**src/rtl/usr_pkg.sv**
```systemverilog
// Shared types for the universal shift register: shift modes and burst FSM states.
package usr_pkg;

   typedef enum logic [1:0] {
      MODE_HOLD = 2'b00,
      MODE_SHR  = 2'b01,
      MODE_SHL  = 2'b10,
      MODE_ROR  = 2'b11
   } mode_t;

   typedef enum logic [1:0] {
      IDLE  = 2'b00,
      SHIFT = 2'b01,
      DONE  = 2'b10
   } state_t;

endpackage

```
**src/rtl/usr_shift_core.sv**
```systemverilog
// Combinational next-value datapath for one shift step; shared by the live-mode and burst paths.
module usr_shift_core
   import usr_pkg::*;
#(
   parameter int N = 8
) (
   input  logic [N-1:0] q_i,
   input  mode_t        mode_i,
   input  logic         sin_msb_i,
   input  logic         sin_lsb_i,
   output logic [N-1:0] q_next_o
);

   always_comb begin
      q_next_o = q_i;
      case (mode_i)
         MODE_HOLD: q_next_o = q_i;
         MODE_SHR:  q_next_o = {sin_msb_i, q_i[N-1:1]};
         MODE_SHL:  q_next_o = {q_i[N-2:0], sin_lsb_i};
         MODE_ROR:  q_next_o = {q_i[0], q_i[N-1:1]};
         default:   q_next_o = q_i;
      endcase
   end

endmodule

```
**src/rtl/univ_shift_reg.sv**
```systemverilog
// Universal shift register with parallel load, live shift/rotate modes and a counted burst engine.
// Optional parity output is built when USR_PARITY_EN is defined.
module univ_shift_reg
   import usr_pkg::*;
#(
   parameter int N     = 8,
   parameter int CNT_W = $clog2(N) + 1
) (
   input  logic             clk,
   input  logic             rst,
   input  logic             load,
   input  logic [N-1:0]     p_data,
   input  logic [1:0]       mode,
   input  logic             sin_msb,
   input  logic             sin_lsb,
   input  logic             start,
   input  logic [CNT_W-1:0] shift_cnt,
   output logic [N-1:0]     q,
   output logic             sout_lsb,
   output logic             sout_msb,
   output logic             busy,
`ifdef USR_PARITY_EN
   output logic             done,
   output logic             parity
`else
   output logic             done
`endif
);

   state_t           state_q, state_d;
   mode_t            mode_q, mode_d;
   logic [CNT_W-1:0] cnt_q, cnt_d;
   logic [N-1:0]     q_q, q_d;
   logic [N-1:0]     q_next;
   mode_t            core_mode;

   // The burst replays the mode captured at start; otherwise the live mode drives the core.
   assign core_mode = (state_q == SHIFT) ? mode_q : mode_t'(mode);

   usr_shift_core #(.N(N)) u_core (
      .q_i       (q_q),
      .mode_i    (core_mode),
      .sin_msb_i (sin_msb),
      .sin_lsb_i (sin_lsb),
      .q_next_o  (q_next)
   );

   always_comb begin
      state_d = state_q;
      mode_d  = mode_q;
      cnt_d   = cnt_q;
      q_d     = q_q;
      case (state_q)
         IDLE: begin
            if (load) begin
               q_d = p_data;
            end else if (start) begin
               if ((shift_cnt == '0) || (mode_t'(mode) == MODE_HOLD)) begin
                  state_d = DONE;
               end else begin
                  state_d = SHIFT;
                  mode_d  = mode_t'(mode);
                  cnt_d   = shift_cnt;
               end
            end else begin
               q_d = q_next;
            end
         end
         SHIFT: begin
            if (load) begin
               q_d     = p_data;
               cnt_d   = '0;
               state_d = IDLE;
            end else begin
               q_d   = q_next;
               cnt_d = cnt_q - CNT_W'(1);
               if (cnt_q == CNT_W'(1)) state_d = DONE;
            end
         end
         DONE: begin
            if (load) q_d = p_data;
            state_d = IDLE;
         end
         default: state_d = IDLE;
      endcase
   end

   always_ff @(posedge clk or posedge rst) begin
      if (rst) begin
         state_q <= IDLE;
         mode_q  <= MODE_HOLD;
         cnt_q   <= '0;
         q_q     <= '0;
      end else begin
         state_q <= state_d;
         mode_q  <= mode_d;
         cnt_q   <= cnt_d;
         q_q     <= q_d;
      end
   end

   assign q        = q_q;
   assign sout_lsb = q_q[0];
   assign sout_msb = q_q[N-1];
   assign busy     = (state_q == SHIFT);
   assign done     = (state_q == DONE);
`ifdef USR_PARITY_EN
   assign parity   = ^q_q;
`endif

endmodule

```
**config.mk**
```make
export PLATFORM = sky130hd
export DESIGN_NAME = univ_shift_reg
export DESIGN_NICKNAME = d
export VERILOG_FILES = /design/src/rtl/usr_pkg.sv /design/src/rtl/usr_shift_core.sv /design/src/rtl/univ_shift_reg.sv
export SDC_FILE = /design/constraint.sdc
export NUM_CORES = 1
export LEC_CHECK = 0
export BUFFER_PORTS_ARGS = -buffer_cell sky130_fd_sc_hd__buf_4
export CAP_MARGIN = 15
export CELL_PAD_IN_SITES_DETAIL_PLACEMENT = 0
export CELL_PAD_IN_SITES_GLOBAL_PLACEMENT = 1
export CORE_ASPECT_RATIO = 2
export CORE_MARGIN = 2
export CORE_UTILIZATION = 37
export CTS_CLUSTER_SIZE = 40
export DETAILED_ROUTE_END_ITERATION = 7
export GPL_TIMING_DRIVEN = 0
export PLACE_DENSITY = 0.8
export SYNTH_ARGS = -nofsm -noshare
export SYNTH_HDL_FRONTEND = slang
export SYNTH_SLANG_ARGS = --single-unit
export TNS_END_PERCENT = 100
```
**constraint.sdc**
```tcl
create_clock -name clk -period 2.91 [get_ports clk]
set_clock_uncertainty 0.2 [all_clocks]
set_input_delay 0.291 -clock clk [delete_from_list [all_inputs] [get_ports clk]]
set_output_delay 0.291 -clock clk [all_outputs]
set_load 0.1 [all_outputs]
```
==> results of run 1 <==
==> stage by stage <==
stage,instance area (µm²),cells,worst slack (ns),util
global route,1399,181,0.05400,0.5050
finish,1399,181,0.2027,0.5050
detailed placement,1340,177,0.1473,0.4837
floorplan,1079,118,0.2465,-
CTS,1391,181,0.1247,0.5023
global placement,1340,177,0.1398,0.4837
==> cell families after synthesis <==
kind of cell,Yosys count
multiplexers,5
AO/OA/AOI/OAI,41
buffers and inverters,15
adder cells (fa/ha/maj),4
flip-flops,16
AND/OR/NAND/NOR,37
==> critical path, stage by stage, from the launching register on <==
cell and delay (ns):
dfrtp_1 0.51, nand2b_4 0.14, inv_4 0.09, mux2_4 0.32
ha_1 0.26, or2_2 0.32, a21oi_4 0.28, or2_1 0.14
buf_2 0.19, o31ai_1 0.11
==> state kept, by name, indices dropped and copies added, names as in the netlist <==
name / count
cnt_q: 4
mode_q: 2
state_q: 2
q: 8
==> path summary, 6_finish.rpt <==
path / to / slack [ns] / startpoint / cells past startpoint
setup / recovery: q[0] / 0.20 / state_q[0] / 9
min in group asynchronous: q[2] / 0.49 / rst / 3
hold / removal: mode_q[0] / 0.09 / mode[0] / 2
setup reg to reg: q[0] / 0.20 / state_q[0] / 9
max in group asynchronous: state_q[1] / 1.61 / rst / 3
hold reg to reg: mode_q[0] / 0.32 / mode_q[0] / 1
==> area by class of cell <==
| cell class | instances | area, µm² |
|---|---|---|
| flip-flops and latches | 16 | 400.4 |
| fillers | 285 | 1371 |
| plain buffers | 7 | 37.54 |
| repair buffers | 31 | 235.2 |
| clock buffers | 3 | 41.29 |
| well taps | 29 | 36.28 |
| multi-input cells | 87 | 615.6 |
| inverters | 8 | 32.53 |
==> layer usage <==
metal	vias up	share of wire
met5	-	0
met4	0	0.019
met3	4	0.031
met2	30	0.57
met1	510	0.38
li1	505	-
==> report_power, final <==
group          switching (mW)  internal (mW)  total, mW
clock                  0.0712         0.0915      0.163
combinational           0.618          0.239      0.856
sequential             0.0904          0.303      0.393
total                   0.779          0.633       1.41
==> synthesized netlist by cell type, drive strengths merged (2+ instances only) <==
cell type  number
a21oi           6
a221oi          7
buf             5
clkbuf          2
dfrtp          16
ha              4
inv             8
mux2            4
nand2           6
nor2           12
nor3            4
nor3b           2
o21ai          11
o31ai           9
or2             5
==> repair_timing <==
action                     4_1_cts  5_1_grt
hold buffers                     1        0
hold endpoints to repair        16        0
gates resized for setup          0        1
setup endpoints to repair        0        5
==> impl_metrics.toml, run 1 <==
[outcome]
status = "finished clean"

[sta]
period_share = 0.9303
relSlewSlack = 0.5825
finalHoldViolCount = 0
fin_tns_setup_ns = 0
drv_slew = 0
rsz0062_at_grt = "false"
finalCriticalPeriod_ns = 2.707
worstMarginPinSlew_ns = 0.6089
clock.fmax_mhz = 369.4
holdWs_ns = 0.09484
finalSetupViolations = 0

[pwr]
ir_drop_v = 0.0007361
p_leak_nw = 0.6426
power_mw = 1.412
p_per_area_nw_per_um2 = 1010

[clock_network]
cts_sinks = 16
clk_path_buf_depth = 2
root_buffer = "clkbuf_8"
htree_levels = 1
cts_tree = "yes"
clkTransAtPathRegs_ns = 0.06
cts-buffers-inserted = 3
postCtsSetupBuffers = 0
clkLatencyLatePin_ns = 0.24

[die]
io_pins = 32
die_h_um = 80.35
dieArea_um2 = 3389
die_w_um = 42.18
start_util = 0.3893
placeableCoreArea_um2 = 2770
rows = 27

[yosys]
synthArstFlopShare = 1.000
synth_top_family_by_area = "compound AO/OA/AOI/OAI gates"
synthXorXnorAreaFrac = 0
seq_area_frac_synth = 0.3712
yosysWarnings = 0
yosys.area.top_type_share = 0.3712
synth_cell_types = 39
avgSynthCellArea_um2 = 9.140
synth-simple-area-share = 0.1903
synth_seq_cells = 16
synth_compound_gate_area_share = 0.2691
yosys.area_share.adder = 0.04640
synth-main-ff-cell = "dfrtp_1"
yosys-top-cells-area = "dfrtp_1 37%, o31ai_1 6.3%, a221oi_1 5.7%"
syn_area_um2 = 1079
yosysTopAreaCell = "dfrtp_1"
synth_edf_count = 0
synthMuxAreaShare = 0.05800
netlist_instances = 118
syn_nets = 142

[critical_path]
worst-path-max-fanout = 10
end_kind = "flip-flop"
cp.arrival_ns = 2.63
worstPathRequired_ns = 2.83
crit_type = "reg -> reg"
start_kind = "flip-flop"

[detailed_routing]
wirelength_um = 2969
drc = 0
first_pass_iters = 4
vias = 1049
drt-initial-drc-count = 17
viasPerCell = 5.796
ant_nets = 0
wl_per_cell_um = 16.40

[final_layout]
layout_common_cells = "32 x buf_4, 16 x dfrtp_1, 12 x nor2_1"
diodes = 0
syn_to_final_growth_pct = 29.70
final_common_cell = "buf_4"
drive_gt1_frac = 0.3289
final_nets = 178

[global_routing]
overflow = 0
grt.busiest_layer = "met2"
antenna_found_initial = 0
met1_usage = 0.1882
grt_pass1_wl_um = 4912
grt_pass1_vias = 1088
grtUsageMet3 = 0.01573
grt_max_degree = 17
met2_usage = 0.3677
grt_use_total = 0.1884

[run]
maxCapViolCount = 0

[placed_design]
place.gp.congestion = 0.8465
io_buffer_count = 30
dp_hpwl_um = 2323

[min_path]
hold_path_class = "in -> reg"
Note: power is estimated with default switching activity, not from simulation.
==> run 2: changes to the inputs <==
- CORE_UTILIZATION: 37 -> 40
- PLACE_DENSITY: 0.8 -> 0.85
- clock period: 2.91 -> 3.4 ns (I/O delays scaled with it)
==> impl_metrics.toml, run 2 (synthesis gave the netlist of run 1 again) <==
[critical_path]
end_kind = "flip-flop"
cp.arrival_ns = 2.69
worst-path-max-fanout = 10
r2r_cells = 9
reg2reg_from = "state_q[0]"
reg2reg_slack_ns = 0.63
r2r_end = "q[6]"
crit_type = "reg -> reg"
worstPathRequired_ns = 3.32
start_kind = "flip-flop"

[pwr]
ir_drop_v = 0.0005703
p_leak_nw = 0.6444
power_mw = 1.226
p_per_area_nw_per_um2 = 879.9

[run]
maxCapViolCount = 0

[die]
die_h_um = 77.44
rows = 26
placeableCoreArea_um2 = 2570
io_pins = 32
die_w_um = 40.72
dieArea_um2 = 3153
start_util = 0.4197

[clock_network]
root_buffer = "clkbuf_8"
clkLatencyLatePin_ns = 0.24
htree_levels = 1
postCtsSetupBuffers = 0
postCtsHoldBufs = 0
cts_tree = "yes"
cts-resized-gates = 0
cts-buffers-inserted = 3
clk_path_buf_depth = 2
clkTransAtPathRegs_ns = 0.06
cts_sinks = 16

[placed_design]
placed_area_um2 = 1339
pre_cts_ws_ns = 0.6396
place.gp.congestion = 0.7817
dp_hpwl_um = 2282
io_buffer_count = 30
dp.cells = 176

[final_layout]
nFillCells = 257
layout_common_cells = "32 x buf_4, 16 x dfrtp_1, 12 x nor2_1"
drive_gt1_frac = 0.3355
seqCellArea_um2 = 400.4
final_cells = 180
syn_to_final_growth_pct = 29.23
final_common_cell = "buf_4"
largest_reg_flops = 8
stdcell_area_um2 = 1394
final_nets = 177
multiInputGateArea_um2 = 608.1
diodes = 0

[global_routing]
overflow = 0
grt_pass1_wl_um = 4588
grt_max_degree = 17
grt_pass1_vias = 1073
antenna_found_initial = 0
grt_use_total = 0.2023

[detailed_routing]
viasPerCell = 5.628
wirelength_um = 2793
drt-initial-drc-count = 26
vias = 1013
drc = 0
first_pass_iters = 4
ant_nets = 0
wl_per_cell_um = 15.52

[sta]
period_share = 0.8158
worstMarginPinSlew_ns = 0.6076
setup_slack_ns = 0.6263
finalSetupViolations = 0
clock.fmax_mhz = 360.5
finalHoldViolCount = 16
holdWs_ns = -0.01607
rsz0062_at_grt = "false"
relSlewSlack = 0.5833
finalCriticalPeriod_ns = 2.774
fin_tns_setup_ns = 0
drv_slew = 0

[min_path]
hold_path_class = "in -> async"

[outcome]
violations = "negative hold slack"
status = "finished, violations left"
[run 2: cell types whose count changed in the layout (fill, tap and decap cells not counted), sizes merged]
cell | previous run | this run
clkbuf | 5 | 6
dlygate4sd3 | 1 | 0
[run 2: worst max path at each step]
stage / start / end / slack [ns] / cells after the start
global route: state_q[0] / q[1] / 0.48 / 9
detailed placement: state_q[0] / q[6] / 0.64 / 9
finish: state_q[0] / q[6] / 0.63 / 9
global placement: state_q[0] / q[1] / 0.64 / 9
floorplan: state_q[0] / q[7] / 0.74 / 9
CTS: state_q[0] / q[5] / 0.61 / 9
[run 2: stage by stage]
stage,utilization,hold slack (ns)
2_1_floorplan,-,0.05374
3_3_place_gp,0.5209,0.2618
3_5_place_dp,0.5209,0.2706
4_1_cts,0.5424,0.004579
5_1_grt,0.5424,0.03192
6_report,0.5424,-0.01607
[run 2: routing by layer]
layer | global-route usage | up-vias | wire, µm
met4 | 0.08000 | 0 | 51
met3 | 0.01714 | 4 | 81
met5 | 0 | - | 0
met2 | 0.3667 | 26 | 1582
met1 | 0.2148 | 479 | 1078
li1 | - | 504 | -
[run 2: area by class of cell]
| type | instances | share of cell area |
|---|---|---|
| buffer | 7 | 0.02693 |
| clock buffer | 4 | 0.03950 |
| inverter | 8 | 0.02334 |
| multi-input combinational | 87 | 0.4363 |
| sequential | 16 | 0.2873 |
| tap | 28 | 0.02513 |
| timing repair buffer | 30 | 0.1616 |
[run 2: power breakdown]
group	leakage, nW	switching (mW)	internal, mW
Clock	0.0288	0.0636	0.103
Sequential	0.196	0.0732	0.259
Combinational	0.420	0.525	0.203
Total	0.644	0.662	0.565
[run 2: worst max-delay path, stage by stage, from the launching register on]
cell and delay, ns:
dfrtp_1 0.51, nand2b_4 0.14, inv_4 0.09, mux2_4 0.32, ha_1 0.27, or2_2 0.30
a21oi_2 0.36, or2_1 0.16, buf_2 0.19, o31ai_1 0.11
